### src/rtl/sm_serial_comparator.sv
// Bit-serial sign-magnitude comparator: one magnitude bit per clock, LSB first, result via valid/ready.
// Latency WIDTH-1 cycles from accept to out_valid; in_ready only in IDLE, result held until out_ready.
module sm_serial_comparator #(
  parameter int WIDTH = 16
) (
  input  logic             clk,
  input  logic             rst_n,
  input  logic             in_valid,
  output logic             in_ready,
  input  logic [WIDTH-1:0] a,
  input  logic [WIDTH-1:0] b,
  output logic             out_valid,
  input  logic             out_ready,
  output logic             gt,
  output logic             lt,
  output logic             eq,
  output logic             ae,
  output logic             busy
);

  localparam int MW = WIDTH - 1;
  localparam int CW = (WIDTH > 2) ? $clog2(WIDTH) : 1;

  typedef enum logic [1:0] {
    IDLE  = 2'd0,
    SHIFT = 2'd1,
    DONE  = 2'd2
  } state_t;

  state_t state, state_nx;

  logic [MW-1:0] a_sh, b_sh;
  logic          sa, sb;
  logic [CW-1:0] cnt;
  logic          mgt, mlt, meq, anz, bnz;

  logic ai, bi, last, accept, finish, release_res;
  logic mgt_nx, mlt_nx, meq_nx, any_nz;
  logic gt_nx, lt_nx;

  assign ai          = a_sh[0];
  assign bi          = b_sh[0];
  assign last        = (cnt == CW'(WIDTH - 2));
  assign accept      = (state == IDLE) && in_valid;
  assign finish      = (state == SHIFT) && last;
  assign release_res = (state == DONE) && out_ready;

  always_ff @(posedge clk or negedge rst_n) begin
    if (!rst_n) state <= IDLE;
    else        state <= state_nx;
  end

  always_comb begin
    state_nx = state;
    in_ready = 1'b0;
    busy     = 1'b0;
    case (state)
      IDLE: begin
        in_ready = 1'b1;
        if (in_valid) state_nx = SHIFT;
      end
      SHIFT: begin
        busy = 1'b1;
        if (last) state_nx = DONE;
      end
      DONE: begin
        busy = 1'b1;
        if (out_ready) state_nx = IDLE;
      end
      default: state_nx = IDLE;
    endcase
  end

  // A differing bit overrides whatever lower bits decided, so the final MSB difference wins.
  always_comb begin
    mgt_nx = (ai != bi) ? ai : mgt;
    mlt_nx = (ai != bi) ? bi : mlt;
    meq_nx = meq & (ai == bi);
    any_nz = anz | bnz | ai | bi;
    gt_nx  = 1'b0;
    lt_nx  = 1'b0;
    if (!any_nz) begin
      gt_nx = 1'b0;
      lt_nx = 1'b0;
    end else if (sa != sb) begin
      gt_nx = sb;
      lt_nx = sa;
    end else if (!sa) begin
      gt_nx = mgt_nx;
      lt_nx = mlt_nx;
    end else begin
      gt_nx = mlt_nx;
      lt_nx = mgt_nx;
    end
  end

  always_ff @(posedge clk or negedge rst_n) begin
    if (!rst_n) begin
      a_sh      <= '0;
      b_sh      <= '0;
      sa        <= 1'b0;
      sb        <= 1'b0;
      cnt       <= '0;
      mgt       <= 1'b0;
      mlt       <= 1'b0;
      meq       <= 1'b0;
      anz       <= 1'b0;
      bnz       <= 1'b0;
      out_valid <= 1'b0;
      gt        <= 1'b0;
      lt        <= 1'b0;
      eq        <= 1'b0;
      ae        <= 1'b0;
    end else begin
      if (accept) begin
        a_sh <= a[MW-1:0];
        b_sh <= b[MW-1:0];
        sa   <= a[WIDTH-1];
        sb   <= b[WIDTH-1];
        cnt  <= '0;
        mgt  <= 1'b0;
        mlt  <= 1'b0;
        meq  <= 1'b1;
        anz  <= 1'b0;
        bnz  <= 1'b0;
      end else if (state == SHIFT) begin
        a_sh <= a_sh >> 1;
        b_sh <= b_sh >> 1;
        mgt  <= mgt_nx;
        mlt  <= mlt_nx;
        meq  <= meq_nx;
        anz  <= anz | ai;
        bnz  <= bnz | bi;
        // Saturates on the last bit so a stray extra cycle can never start a second pass.
        if (!last) cnt <= cnt + CW'(1);
      end

      if (finish) begin
        out_valid <= 1'b1;
        gt        <= gt_nx;
        lt        <= lt_nx;
        ae        <= meq_nx;
        eq        <= meq_nx & (sa == sb);
      end else if (release_res) begin
        out_valid <= 1'b0;
      end
    end
  end

endmodule
### config.mk
export PLATFORM = sky130hd
export DESIGN_NAME = sm_serial_comparator
export DESIGN_NICKNAME = d
export VERILOG_FILES = /design/src/rtl/sm_serial_comparator.sv
export SDC_FILE = /design/constraint.sdc
export NUM_CORES = 1
export LEC_CHECK = 0
export ABC_AREA = 0
export BUFFER_PORTS_ARGS = -buffer_cell sky130_fd_sc_hd__buf_2
export CORE_MARGIN = 3
export CORE_UTILIZATION = 55
export CTS_BUF_LIST = sky130_fd_sc_hd__clkbuf_4 sky130_fd_sc_hd__clkbuf_8 sky130_fd_sc_hd__clkbuf_16
export DETAILED_ROUTE_END_ITERATION = 7
export GPL_TIMING_DRIVEN = 1
export PLACE_DENSITY = 0.82
export SLEW_MARGIN = 40
export SYNTH_ARGS = -nofsm -noshare
export SYNTH_HDL_FRONTEND = slang
export SYNTH_SLANG_ARGS = --single-unit
export TNS_END_PERCENT = 1
### constraint.sdc
create_clock -name clk -period 2.1 [get_ports clk]
set_input_delay 0.105 -clock clk [delete_from_list [all_inputs] [get_ports clk]]
set_output_delay 0.105 -clock clk [all_outputs]
set_load 0.005 [all_outputs]
==> flow_summary.yaml, run 1 <==
finish:
  area_delta_synth_final_pct: 15.6
  insertedDiodeCount: 0
  layout-drive-gt1-share_pct: 22.0
  fin_area_um2: 2690
  final_util_pct: 69.7
  nets: 314
logic_synthesis:
  synth_cell_types: 36
  syn-num-nets: 274
  synth.avg_cell_area_um2: 10.0
  yosys-top-cells-area: "dfrtp_1, mux2i_1, o21ai_0"
  synth_edf_count: 0
  yosys.area.top_type_share_pct: 51.7
  ys_async_sr_fraction_pct: 100
  syn_area_um2: 2320
  synth-seq-cells: 48
  synth.yosys.seq_area_share_pct: 51.7
  syn_inst: 232
  ys.warnings.count: 0
  yosysTopAreaCell: "dfrtp_1"
  yosys_most_used_dff: "dfrtp_1"
detailed_routing:
  post_drt_wl_per_cell_um: 13.7
  drcViolationCount: 0
  post_drt_via_cell_ratio: 5.58
  ant_nets: 0
  dr.pass1.iters: 4
  drt-initial-drc-count: 95
  routed_wl_um: 4400
  num_vias: 1790
run_status:
  status: "finished clean"
placement:
  placed_area_um2: 2550
  dp_hpwl_um: 3050
  port_buffers: 42
  routabilityCongestion: 0.804
worst_hold_path:
  hold_class: "in2reg"
  min_path_cells: 3
clocking:
  cts_root_buf: "clkbuf_8"
  htreeDepth: 2
  cts.sinks: 48
  cts_buffer_depth: 2
  cts_buffers: 5
  ctsHoldBuffers: 2
  clk_latency_ps: 300
  post_cts_buffers: 0
  cts_tree: "built"
  cts_resized: 0
  clk_pin_slew_ps: 90
sta:
  rsz0062_at_grt: "false"
  timing.fmax_mhz: 575
  hold_ws_ps: 3.17
  fin_tns_setup_ps: 0
  final.min_clock_period_ps: 1740
  worst_pin_slew_ps: 554
  fin_skew_ps: 8.96
  final_hold_viol_count: 0
  finalCritPeriodShare_pct: 82.7
  slew_headroom_pct: 63.1
  report.final.setup_viol: 0
  drv_slew: 0
critical_path:
  setup.worst_path.end_class: "register"
  r2r_cells: 4
  critPathKind: "reg2reg"
  crit_required_ps: 2280
  crit_path_start_kind: "register"
  critPathArrivalTime_ps: 1920
  worstPathMaxFanout: 5
grt:
  overflow: 0
  grt_use_total_pct: 18.5
  antenna_found_initial: 0
  grt_pass1_wl_um: 7500
  grt_max_degree: 74
  grt_pass1_vias: 1771
die:
  initial_core_util_pct: 60.3
  die_y_um: 71.0
  core_area_um2: 3850
  io_pins: 43
  die_area_um2: 5040
  die_width_um: 71.0
  std_cell_rows: 22
flow_run:
  cap_violations: 0
pwr:
  ir_worst_vdd_mv: 0.733
  power_density_nw_per_um2: 1400
  p_leak_nw: 1.25
  power_mw: 3.75
[state kept, by name, summed over array words and instances, names as in the netlist]
register	flops
cnt	4
lt	1
bnz	1
a_sh	15
anz	1
state	2
mgt	1
sb	1
meq	1
gt	1
sa	1
mlt	1
out_valid	1
b_sh	15
ae	1
eq	1
[cells by family (layout without fill, tap and decap cells)]
logic type | Yosys count | count (layout) | share of synthesized area [%]
adders and majority gates | 6 | 6 | 3.23
DFF | 48 | 48 | 51.7
AOI/OAI and AO/OA | 60 | 60 | 14.9
buffers and inverters | 24 | 65 | 5.17
xor gates and xnor gates | 2 | 2 | 0.754
and+or+nand+nor | 63 | 63 | 11.7
muxes | 29 | 29 | 12.5
[through the flow]
stage	worst slack, ps	instances
2_1_floorplan	573	232
3_3_place_gp	522	311
3_5_place_dp	394	311
4_1_cts	368	321
5_1_grt	253	321
6_report	362	321
[critical path, stage by stage, from the launching register on]
cell and delay [ps]:
dfrtp_1 370, inv_1 90, ha_1 260, a222oi_1 520, mux2_1 380
[per-layer routing]
layer | vias up | global-route usage, % | routed length, um
li1 | 881 | - | -
met3 | 6 | 3.84 | 212
met2 | 49 | 31.4 | 2270
met4 | 0 | 8.56 | 59
met5 | - | 0 | 0
met1 | 854 | 22.6 | 1860
[layout make-up]
cell class                      count  area [um^2]
Fill cell                         311         1170
Multi-Input combinational cell    160         1010
Inverter                            9         33.8
Clock inverter                      2         35.0
Clock buffer                        6         76.3
Timing Repair Buffer               48          273
Tap cell                           48         60.1
Sequential cell                    48         1200
[path summary, 6_finish.rpt]
kind	startpoint	endpoint	slack (ps)
hold reg to reg	eq	eq	490
min in group asynchronous	rst_n	lt	320
hold / removal	a[15]	sa	3
setup reg to reg	state[0]	state[0]	360
max in group asynchronous	rst_n	b_sh[7]	1070
setup / recovery	state[0]	state[0]	360
[synthesized netlist by cell type (2+ instances only)]
cell	n
a21oi_1	9
a22oi_1	2
a32o_1	2
buf_2	9
buf_4	2
clkbuf_1	2
dfrtp_1	48
ha_1	6
inv_1	9
mux2i_1	28
nand2_1	45
nand3_1	2
nor2_1	5
nor2b_1	2
o21ai_0	38
o31ai_1	3
[cells in the final DEF (no fill, tap or decap), types with 2 or more instances in the layout]
master / netlist / layout
o31ai_1: 3 / 3
nand2_1: 45 / 45
ha_1: 6 / 5
dfrtp_1: 48 / 48
nor2b_1: 2 / 2
clkbuf_8: 0 / 5
nand3_1: 2 / 2
mux2i_1: 28 / 28
nor2_1: 5 / 5
a22oi_1: 2 / 2
dlygate4sd3_1: 0 / 2
buf_4: 2 / 3
buf_2: 9 / 42
a32o_1: 2 / 2
inv_1: 9 / 9
o21ai_0: 38 / 38
a21oi_1: 9 / 9
[report_power, final]
part	internal [mW]	switching (mW)	leakage, nW
registers	1.33	0.287	0.604
logic	0.676	0.798	0.588
clock network	0.366	0.293	0.0586
total	2.37	1.38	1.25
No activity file was read; power rests on OpenSTA's default activity.
==> run 2, diff against run 1 <==
--- a/config.mk
+++ b/config.mk
@@ -8,11 +8,11 @@
 export ABC_AREA = 0
 export BUFFER_PORTS_ARGS = -buffer_cell sky130_fd_sc_hd__buf_2
 export CORE_MARGIN = 3
-export CORE_UTILIZATION = 55
+export CORE_UTILIZATION = 49
 export CTS_BUF_LIST = sky130_fd_sc_hd__clkbuf_4 sky130_fd_sc_hd__clkbuf_8 sky130_fd_sc_hd__clkbuf_16
 export DETAILED_ROUTE_END_ITERATION = 7
 export GPL_TIMING_DRIVEN = 1
-export PLACE_DENSITY = 0.82
+export PLACE_DENSITY = 0.78
 export SLEW_MARGIN = 40
 export SYNTH_ARGS = -nofsm -noshare
 export SYNTH_HDL_FRONTEND = slang
==> constraint.sdc (replaced) <==
create_clock -name clk -period 1.43 [get_ports clk]
set_input_delay 0.0715 -clock clk [delete_from_list [all_inputs] [get_ports clk]]
set_output_delay 0.0715 -clock clk [all_outputs]
set_load 0.005 [all_outputs]
==> run 2 against run 1 <==
Effect of this change: sequential share of layout area down 7.0 points; utilization up 1.5 points; the flow now finishes with violations (setup timing); first-iteration DRC count shrank 23%.
==> flow_summary.yaml, run 2 (same netlist as run 1, synthesis figures left out) <==
run_status:
  status: "finished, violations left"
  violations: "setup timing"
critical_path:
  setup.worst_path.end_class: "register"
  crit_path_top_delay_cell: "dfrtp_1"
  path_cells: "inv_2 > ha_2 > a222oi_1 > buf_4 > mux2_4"
  worstReg2RegEnd: "state[0]"
  crit_required_ps: 1610
  cpPeakStageDelay_ps: 400
  worstPathMaxFanout: 3
  r2r_cells: 5
  critPathArrivalTime_ps: 1750
  reg2reg_setup_slack_ps: -140
  r2r_start: "state[0]"
  crit_path_start_kind: "register"
  critPathKind: "reg2reg"
clocking:
  cts.sinks: 48
  clk_pin_slew_ps: 90
  htreeDepth: 2
  clk_latency_ps: 290
  cts_root_buf: "clkbuf_8"
  cts_buffer_depth: 2
  cts_buffers: 5
  cts_tree: "built"
detailed_routing:
  post_drt_wl_per_cell_um: 12.5
  num_vias: 1908
  drt-initial-drc-count: 73
  ant_nets: 0
  post_drt_via_cell_ratio: 5.12
  routed_wl_um: 4670
  drcViolationCount: 0
  dr.pass1.iters: 4
sta:
  finalCritPeriodShare_pct: 110
  rsz0062_at_grt: "true"
  final_hold_viol_count: 0
  fin_skew_ps: 7.75
  worst_pin_slew_ps: 452
  drv_slew: 0
  report.final.setup_viol: 28
  slew_headroom_pct: 69.8
  final.min_clock_period_ps: 1570
  timing.fmax_mhz: 636
  setup_slack_ps: -141
placement:
  placed_area_um2: 2690
  routabilityCongestion: 0.848
  post-place-ws_ps: -118
  port_buffers: 42
  dpl.cell_count: 331
  dp_hpwl_um: 3170
die:
  die_y_um: 74.9
  std_cell_rows: 24
  initial_core_util_pct: 51.9
  io_pins: 43
  die_width_um: 74.9
  core_area_um2: 4470
  die_area_um2: 5600
finish:
  final_cell_mix: "dfrtp_1, nand2_1, buf_2"
  insertedDiodeCount: 0
  top_regs: "a_sh x15, b_sh x15, cnt x4"
  layout-drive-gt1-share_pct: 27.1
  final_common_cell: "dfrtp_1"
  finalNonFillerCells: 373
  nets: 362
  fin_area_um2: 3180
  final_util_pct: 71.1
  area_delta_synth_final_pct: 37.0
grt:
  antenna_found_initial: 0
  grt_max_degree: 40
  overflow: 0
  grtUsageMet2_pct: 30.9
  grt_pass1_vias: 1774
  grt_use_total_pct: 17.9
  busiest_layer: "met2"
  grt_pass1_wl_um: 7770
  use_met1_pct: 22.5
  grt_use_met3_pct: 3.47
pwr:
  internal-power_mw: 3.91
  power_frac_comb_pct: 44.3
  pwr-share-clk_pct: 17.0
  ir_worst_vdd_mv: 1.05
  seqPwrFrac_pct: 38.7
  switching_share_pct: 35.4
  switchingPower_mw: 2.14
  power_mw: 6.04
  p_leak_nw: 1.47
  power_density_nw_per_um2: 1900
worst_hold_path:
  min_path_cells: 3
  min_from: "a[3]"
  hold_class: "in2reg"
  holdPathEnd: "a_sh[3]"
flow_run:
  cap_violations: 0
run 2: layout make-up:
cell class                      count  area, um^2
Clock buffer                        6        82.6
Multi-Input combinational cell    160        1040
Sequential cell                    48        1200
Tap cell                           52        65.1
Clock inverter                      2        38.8
Timing Repair Buffer               96         722
Fill cell                         322        1290
Inverter                            9        33.8
run 2: worst max path at each step:
stage	cells past startpoint	endpoint	from	slack, ps
floorplan	5	state[0]	state[1]	-50
global placement	5	state[0]	cnt[0]	-60
detailed placement	4	state[0]	state[0]	-120
CTS	4	state[0]	state[0]	-90
global route	5	state[0]	state[0]	-230
finish	5	state[0]	state[0]	-140
run 2: critical path, delay by kind of cell, from the launching register on:
family,cells,cell delay (ps)
muxes,1,290
AOI/OAI and AO/OA,1,310
DFF,1,400
adders and majority gates,1,190
buffers and inverters,2,260
run 2: routing by layer:
| metal | wire length, um | part of all wire, % |
|---|---|---|
| met1 | 2130 | 46 |
| met3 | 148 | 3.2 |
| met2 | 2310 | 49 |
| met4 | 78 | 1.7 |
| met5 | 0 | 0 |
run 2: power groups by stage:
| stage | Combinational (mW) | Sequential [mW] | Clock (mW) |
|---|---|---|---|
| after floorplan | 1.85 | 2.23 | 0 |
| after global placement | 2.39 | 2.33 | 0 |
| after detailed placement | 2.47 | 2.37 | 0 |
| after CTS | 2.62 | 2.35 | 1.04 |
| after global routing | 3.00 | 2.42 | 1.11 |
| final | 2.68 | 2.34 | 1.03 |
run 2: timing repair:
action | CTS | global route
hold buffers | 31 | 0
hold endpoints to repair | 49 | 0
pin swaps | 1 | 2
gates cloned | 0 | 0
resized for setup | 5 | 5
setup endpoints to repair | 26 | 41
setup buffers | 1 | 2
run 2: through the flow:
stage | setup TNS, ps | hold slack (ps)
floorplan | -76.1 | -224
global placement | -83.2 | 47.1
detailed placement | -525 | 46.9
CTS | -1230 | 5.83
global route | -4710 | 8.62
finish | -1010 | 0.978
